**config.mk**
```make
export PLATFORM = sky130hd
export DESIGN_NAME = bcd_ssd_scan
export DESIGN_NICKNAME = d
export VERILOG_FILES = /design/src/rtl/bcd_ssd_scan.sv
export SDC_FILE = /design/constraint.sdc
export NUM_CORES = 1
export LEC_CHECK = 0
export BUFFER_PORTS_ARGS = -buffer_cell sky130_fd_sc_hd__buf_2
export CORE_UTILIZATION = 59
export DETAILED_ROUTE_END_ITERATION = 10
export PLACE_DENSITY = 0.85
export SETUP_SLACK_MARGIN = 0.05
export SYNTH_ARGS = -nofsm -noshare
export SYNTH_HDL_FRONTEND = slang
export SYNTH_SLANG_ARGS = --single-unit
```
**constraint.sdc**
```tcl
create_clock -name Clk -period 2.65 [get_ports Clk]
set_clock_uncertainty 0.05 [all_clocks]
set_input_delay 0.1325 -clock Clk [delete_from_list [all_inputs] [get_ports Clk]]
set_output_delay 0.1325 -clock Clk [all_outputs]
set_load 0.005 [all_outputs]
```
**src/rtl/bcd_ssd_scan.sv**
```systemverilog
// -----------------------------------------------------------------------------
// bcd_ssd_scan
//
// Four-digit BCD up/down counter driving a multiplexed, common-anode
// seven-segment display.
//
// The counter advances once per rising edge of Clk_Div. Clk_Div is a slow,
// divided clock that is only ever treated as asynchronous data, never as a
// clock. The display is refreshed by scanning one digit at a time. Each digit
// is shown for SCAN_DIV cycles of Clk.
//
// Optional build macro:
//   BCD_SSD_LZ_BLANK_EN
//     When defined, leading zero digits are blanked. Digit 0 is always
//     shown, and the anode scan pattern is not affected.
//     When undefined, all four digits are shown, including leading zeros.
//
// Parameters:
//   SCAN_DIV  Clk cycles per displayed digit. Legal range is 2 .. 2^20.
//
// Ports:
//   Clk      in   system clock; all state changes on its rising edge
//   Rst_n    in   asynchronous active-low reset
//   Clk_Div  in   slow divided clock, synchronised here as data
//   En       in   count enable
//   Up       in   count direction (1 = up, 0 = down)
//   Clr      in   synchronous clear of the count; has priority over counting
//   Count    out  [15:0] packed BCD count; [3:0] is the least significant digit
//   Seg      out  [6:0] active-low segments; Seg[6] = a ... Seg[0] = g
//   An       out  [3:0] active-low one-hot digit anodes; An[0] = rightmost digit
//   Dp       out  active-low decimal point (heartbeat shown on digit 0)
// -----------------------------------------------------------------------------
module bcd_ssd_scan #(
    parameter int SCAN_DIV = 100000
) (
    input  logic        Clk,
    input  logic        Rst_n,
    input  logic        Clk_Div,
    input  logic        En,
    input  logic        Up,
    input  logic        Clr,
    output logic [15:0] Count,
    output logic [6:0]  Seg,
    output logic [3:0]  An,
    output logic        Dp
);

    localparam int              SCAN_W    = $clog2(SCAN_DIV);
    localparam logic [SCAN_W-1:0] SCAN_LAST = SCAN_W'(SCAN_DIV - 1);

    localparam logic [6:0] SEG_BLANK = 7'b1111111;

    // Synchroniser stages (s1, s2) followed by an edge-detect stage (s3).
    logic s1;
    logic s2;
    logic s3;
    logic tick;

    // Scan state: dwell counter and index of the digit currently displayed.
    logic [SCAN_W-1:0] scan_cnt;
    logic [1:0]        digit_idx;

    // Combinational next values for the registered display outputs.
    logic [3:0] cur_digit;
    logic       lead_blank;
    logic [6:0] seg_next;
    logic [3:0] an_next;
    logic       dp_next;

    // -------------------------------------------------------------------------
    // BCD helpers
    // -------------------------------------------------------------------------

    // Adds one with a ripple carry between decimal digits. A digit at 9 rolls
    // to 0 and passes the carry up. 9999 therefore wraps to 0000.
    function automatic logic [15:0] bcd_inc(input logic [15:0] v);
        logic [15:0] r;
        logic        carry;
        r     = v;
        carry = 1'b1;
        for (int i = 0; i < 4; i++) begin
            if (carry) begin
                if (v[i*4 +: 4] >= 4'd9) begin
                    r[i*4 +: 4] = 4'd0;
                end else begin
                    r[i*4 +: 4] = v[i*4 +: 4] + 4'd1;
                    carry       = 1'b0;
                end
            end
        end
        return r;
    endfunction

    // Subtracts one with a ripple borrow between decimal digits. A digit at 0
    // rolls to 9 and passes the borrow up. 0000 therefore wraps to 9999.
    function automatic logic [15:0] bcd_dec(input logic [15:0] v);
        logic [15:0] r;
        logic        borrow;
        r      = v;
        borrow = 1'b1;
        for (int i = 0; i < 4; i++) begin
            if (borrow) begin
                if (v[i*4 +: 4] == 4'd0) begin
                    r[i*4 +: 4] = 4'd9;
                end else begin
                    r[i*4 +: 4] = v[i*4 +: 4] - 4'd1;
                    borrow      = 1'b0;
                end
            end
        end
        return r;
    endfunction

    // Active-low segment patterns in the order a..g, with a in the MSB.
    // Non-decimal codes are shown as a blank digit rather than as hex glyphs.
    function automatic logic [6:0] seg_decode(input logic [3:0] d);
        logic [6:0] s;
        case (d)
            4'd0:    s = 7'b0000001;
            4'd1:    s = 7'b1001111;
            4'd2:    s = 7'b0010010;
            4'd3:    s = 7'b0000110;
            4'd4:    s = 7'b1001100;
            4'd5:    s = 7'b0100100;
            4'd6:    s = 7'b0100000;
            4'd7:    s = 7'b0001111;
            4'd8:    s = 7'b0000000;
            4'd9:    s = 7'b0000100;
            default: s = SEG_BLANK;
        endcase
        return s;
    endfunction

    // -------------------------------------------------------------------------
    // Clk_Div synchroniser and rising-edge detector.
    //
    // All three stages reset high. If Clk_Div is already high when reset is
    // released, this looks like a level rather than an edge, so no tick is
    // produced. A tick needs a genuine low-to-high transition after reset.
    // Because the stages are reset, any edge still in the pipe when reset
    // arrives is discarded.
    // -------------------------------------------------------------------------
    always_ff @(posedge Clk or negedge Rst_n) begin
        if (!Rst_n) begin
            s1 <= 1'b1;
            s2 <= 1'b1;
            s3 <= 1'b1;
        end else begin
            s1 <= Clk_Div;
            s2 <= s1;
            s3 <= s2;
        end
    end

    assign tick = s2 & ~s3;

    // -------------------------------------------------------------------------
    // BCD count register.
    //
    // Clear always wins. After that, an enabled tick steps the count in the
    // selected direction. A tick that arrives while En is low is dropped; it
    // is not held over for later.
    // -------------------------------------------------------------------------
    always_ff @(posedge Clk or negedge Rst_n) begin
        if (!Rst_n) begin
            Count <= 16'h0000;
        end else if (Clr) begin
            Count <= 16'h0000;
        end else if (tick && En) begin
            Count <= Up ? bcd_inc(Count) : bcd_dec(Count);
        end
    end

    // -------------------------------------------------------------------------
    // Digit scan timing.
    //
    // The dwell counter runs from 0 to SCAN_DIV-1. On the cycle it wraps, the
    // digit index advances. The 2-bit index wraps naturally from 3 back to 0.
    // This block is deliberately independent of the count logic.
    // -------------------------------------------------------------------------
    always_ff @(posedge Clk or negedge Rst_n) begin
        if (!Rst_n) begin
            scan_cnt  <= '0;
            digit_idx <= 2'd0;
        end else if (scan_cnt == SCAN_LAST) begin
            scan_cnt  <= '0;
            digit_idx <= digit_idx + 2'd1;
        end else begin
            scan_cnt  <= scan_cnt + SCAN_W'(1);
        end
    end

    // -------------------------------------------------------------------------
    // Select the BCD digit that belongs to the current scan position.
    // -------------------------------------------------------------------------
    always_comb begin
        cur_digit = Count[3:0];
        case (digit_idx)
            2'd0:    cur_digit = Count[3:0];
            2'd1:    cur_digit = Count[7:4];
            2'd2:    cur_digit = Count[11:8];
            2'd3:    cur_digit = Count[15:12];
            default: cur_digit = Count[3:0];
        endcase
    end

`ifdef BCD_SSD_LZ_BLANK_EN
    // -------------------------------------------------------------------------
    // Leading-zero blanking.
    //
    // A digit is blanked when it, and every digit above it, is zero. Digit 0
    // is never blanked, so a count of zero still shows a single "0".
    // -------------------------------------------------------------------------
    always_comb begin
        lead_blank = 1'b0;
        case (digit_idx)
            2'd1:    lead_blank = (Count[15:4]  == 12'h000);
            2'd2:    lead_blank = (Count[15:8]  == 8'h00);
            2'd3:    lead_blank = (Count[15:12] == 4'h0);
            default: lead_blank = 1'b0;
        endcase
    end
`else
    // Every digit is shown, including leading zeros.
    assign lead_blank = 1'b0;
`endif

    // -------------------------------------------------------------------------
    // Next values for the display outputs.
    //
    // The decimal point is a heartbeat: it is lit on the rightmost digit
    // whenever the synchronised Clk_Div level is high.
    // -------------------------------------------------------------------------
    always_comb begin
        seg_next = lead_blank ? SEG_BLANK : seg_decode(cur_digit);
        an_next  = ~(4'b0001 << digit_idx);
        dp_next  = ~((digit_idx == 2'd0) & s2);
    end

    // -------------------------------------------------------------------------
    // Registered display outputs.
    //
    // Registering these keeps the pins glitch-free. It also means the outputs
    // trail the index and count by one cycle. During reset the display is
    // fully dark.
    // -------------------------------------------------------------------------
    always_ff @(posedge Clk or negedge Rst_n) begin
        if (!Rst_n) begin
            Seg <= SEG_BLANK;
            An  <= 4'b1111;
            Dp  <= 1'b1;
        end else begin
            Seg <= seg_next;
            An  <= an_next;
            Dp  <= dp_next;
        end
    end

endmodule

```
==> metrics.csv <==
stage,metric,value,unit
run_status,run status,"complete, no violations",
critical_path,data arrival time of the critical path,2.48,ns
sta,setup slack after layout,0.368,ns
clock_tree,clk sink count,50,
detailed_routing,routed wirelength normalized by instance count,15.5,µm
sta,Worst slew margin,0.369,
pwr,Tot Pwr,2.44,mW
floorplan,number of primary I/O pins,34,
synthesis,Unique masters post-synth,59,
worst_hold_path,HP Class,input pin to flip-flop,
critical_path,Worst Setup SP,digit_idx[0]$_DFFE_PN0N_,
job,max_cap viols,0,
clock_tree,clock buffers created by TritonCTS,5,
sta,min cycle time layout,2.28,ns
sta,Setup-failing EPs final,0,
detailed_routing,via count of the routed design,2399,
synthesis,Post-Synthesis Mean Instance Area,10.1,µm²
synthesis,Syn. warnings,0,
floorplan,effective utilization at floorplan,0.633,
floorplan,Std-Cell Core Area,4880,µm²
clock_tree,clock latency of the later-clocked register in the worst-skew pair,0.31,ns
final_layout,Final nets,372,
sta,period utilization,0.861,
critical_path,destination of the worst register-to-register timing path,Seg[1]$_DFF_PN1_,
synthesis,Synth area leader,sky130_fd_sc_hd__dfrtp_1,
detailed_routing,post-detailed-routing wire length,6330,µm
clock_tree,H-Tree Depth,2,
clock_tree,TritonCTS clock tree,done,
critical_path,"Worst Path Class, Setup",flip-flop to flip-flop,
synthesis,cell types occupying the most area after synthesis,"sky130_fd_sc_hd__dfrtp_1 (28%), sky130_fd_sc_hd__dfstp_2 (13%), sky130_fd_sc_hd__ha_1 (10%)",
critical_path,internal reg-to-reg setup slack,0.37,ns
sta,unrepaired setup endpoints after global routing,no,
sta,minimum hold slack,0.0796,ns
global_route,initial antenna violation count,0,
detailed_routing,antenna violation net count after detailed routing,0,
synthesis,cell area after technology mapping,3090,µm²
detailed_routing,Iter 0 DRT Violations,183,
placed_design,estimated wirelength of the detail-placed design,4560,µm
synthesis,asr flop ratio synth,1.00,
critical_path,path depth of the worst reg2reg path,9,
global_route,total grt overflow,0,
floorplan,number of rows in the core area,25,
clock_tree,maximum count of clock buffers along a single path,2,
sta,actual slew at the worst max-slew pin,0.946,ns
critical_path,Max Fanout on Critical Path,7,
detailed_routing,detail-routed via count per cell,5.87,
synthesis,cell with the most instances after synthesis,sky130_fd_sc_hd__dfrtp_1,
pwr,maximum VDD drop,0.000411,V
clock_tree,Root Driver,sky130_fd_sc_hd__clkbuf_8,
sta,Final Hold Viols,0,
pwr,static leakage,1.49,nW
clock_tree,number of post-CTS setup repair buffers,0,
clock_tree,clock edge transition at the registers on the reported setup and hold paths,0.09,ns
worst_hold_path,Min-Delay Path Depth,2,
final_layout,fin cells,409,
final_layout,"final std cell area, no fill",3350,µm²
final_layout,fraction of final layout cells sized beyond drive strength 1,0.228,
sta,aggregate negative setup slack,0,ns
pwr,total power per unit cell area,728,nW/µm²
critical_path,Setup crit start kind,flip-flop,
critical_path,Critical Path Sink Type,flip-flop,
final_layout,share of the core filled with cells in the final layout,0.687,
global_route,aggregate global-route resource usage,0.251,
synthesis,share of Yosys cell area claimed by the top area cell type,0.284,
final_layout,n_diodes,0,
global_route,via count of the first global-routing pass,2276,
sta,maximum clock frequency,0.438,GHz
critical_path,launching point of the worst reg2reg path,digit_idx[0]$_DFFE_PN0N_,
synthesis,number of storage elements in the synthesis netlist,50,
synthesis,most numerous cell types in the synthesized netlist,"sky130_fd_sc_hd__dfrtp_1 (35), sky130_fd_sc_hd__nor2_1 (28), sky130_fd_sc_hd__ha_1 (25)",
synthesis,top flip-flop cell by instance count after synthesis,sky130_fd_sc_hd__dfrtp_1,
floorplan,Die Outline Area,5530,µm²
final_layout,layout overhead on the synthesized area,8.59,%
synthesis,sequential element share of the synthesized area,0.411,
placed_design,Placed Area,3250,µm²
placed_design,weighted congestion at the end of routability-driven global placement,0.929,
global_route,maximum number of pins on one net before global-route repair,45,
sta,number of slew-limit violations in the final report,0,
synthesis,Synth Net Count,338,
floorplan,DIE HEIGHT,74.4,µm
synthesis,Post-synth EDFFs,0,
global_route,wire length of the first global-routing pass,10500,µm
critical_path,Worst EP required,2.85,ns
placed_design,Placed Instances,399,
placed_design,Buffers on Ports,33,
critical_path,Critical path destination,Seg[1]$_DFF_PN1_,
detailed_routing,Post-route DRC,0,
synthesis,post-synthesis instance total,307,
placed_design,pre-CTS setup slack,0.281,ns
floorplan,die boundary width,74.4,µm
detailed_routing,1st-pass router iterations,4,
## kinds of logic after synthesis
| kind of cell | count (synthesis) | synth area share |
|---|---|---|
| xor gates and xnor gates | 18 | 0.0510 |
| buffers and inverters | 34 | 0.0640 |
| DFF | 50 | 0.411 |
| and+or+nand+nor | 93 | 0.168 |
| adders and majority gates | 25 | 0.101 |
| muxes | 4 | 0.0138 |
| AOI/OAI and AO/OA | 83 | 0.191 |
## layer usage
metal	global-route usage	up-vias	wire, µm
li1	-	1176	-
met1	0.336	1158	2870
met2	0.408	55	3110
met3	0.0515	10	255
met4	0.0776	0	94
met5	0	-	0
## power by group
part	switching, mW	internal [mW]
Sequential	0.231	0.898
Combinational	0.469	0.390
Clock	0.267	0.188
Total	0.967	1.48
## layout by cell type (no fill, tap or decap), types with 10 or more instances in the layout
master	count
sky130_fd_sc_hd__o31ai_1	10
sky130_fd_sc_hd__dfrtp_1	35
sky130_fd_sc_hd__inv_1	24
sky130_fd_sc_hd__nor2_1	28
sky130_fd_sc_hd__xnor2_1	10
sky130_fd_sc_hd__a21oi_1	20
sky130_fd_sc_hd__buf_2	33
sky130_fd_sc_hd__nand2_1	16
sky130_fd_sc_hd__ha_1	25
sky130_fd_sc_hd__dfstp_2	15
## flip-flops by register name (all words and copies together) (netlist names)
| signal | cells |
|---|---|
| An | 4 |
| Count | 16 |
| Dp | 1 |
| Seg | 7 |
| digit_idx | 2 |
| s1 | 1 |
| s2 | 1 |
| s3 | 1 |
| scan_cnt | 17 |
## worst min path at each step
stage,startpoint,endpoint,slack [ns]
final,Clr,Count[0]$_DFFE_PN0P_,0.08
after global routing,Clr,Count[0]$_DFFE_PN0P_,0.09
after CTS,Clr,Count[0]$_DFFE_PN0P_,0.07
after detailed placement,Clk_Div,s1$_DFF_PN1_,0.19
after global placement,Clk_Div,s1$_DFF_PN1_,0.19
after floorplan,Rst_n,Count[0]$_DFFE_PN0P_,-0.21
## what timing repair did
item | in CTS | in global routing
hold buffers | 2 | 0
hold endpoints to repair | 36 | 0
gates resized for setup | 0 | 1
endpoints found under the setup margin | 0 | 1
## layout make-up
cell class                      instances  area [µm²]
Multi-Input combinational cell        223        1630
Fill cell                             377        1530
Sequential cell                        50        1270
Timing Repair Buffer                   37         200
Inverter                               24        90.1
Tap cell                               67        83.8
Clock buffer                            6        72.6
Clock inverter                          2        12.5
## worst max-delay path, stage by stage (launching register included)
cell and delay [ns]:
sky130_fd_sc_hd__dfrtp_1 0.42, sky130_fd_sc_hd__inv_1 0.16, sky130_fd_sc_hd__ha_1 0.27, sky130_fd_sc_hd__a222oi_1 0.14, sky130_fd_sc_hd__mux2i_2 0.40, sky130_fd_sc_hd__inv_1 0.15, sky130_fd_sc_hd__ha_1 0.22, sky130_fd_sc_hd__nor2b_1 0.13
sky130_fd_sc_hd__o21a_1 0.20, sky130_fd_sc_hd__nor2_1 0.08
Note: power is estimated with default switching activity, not from simulation.
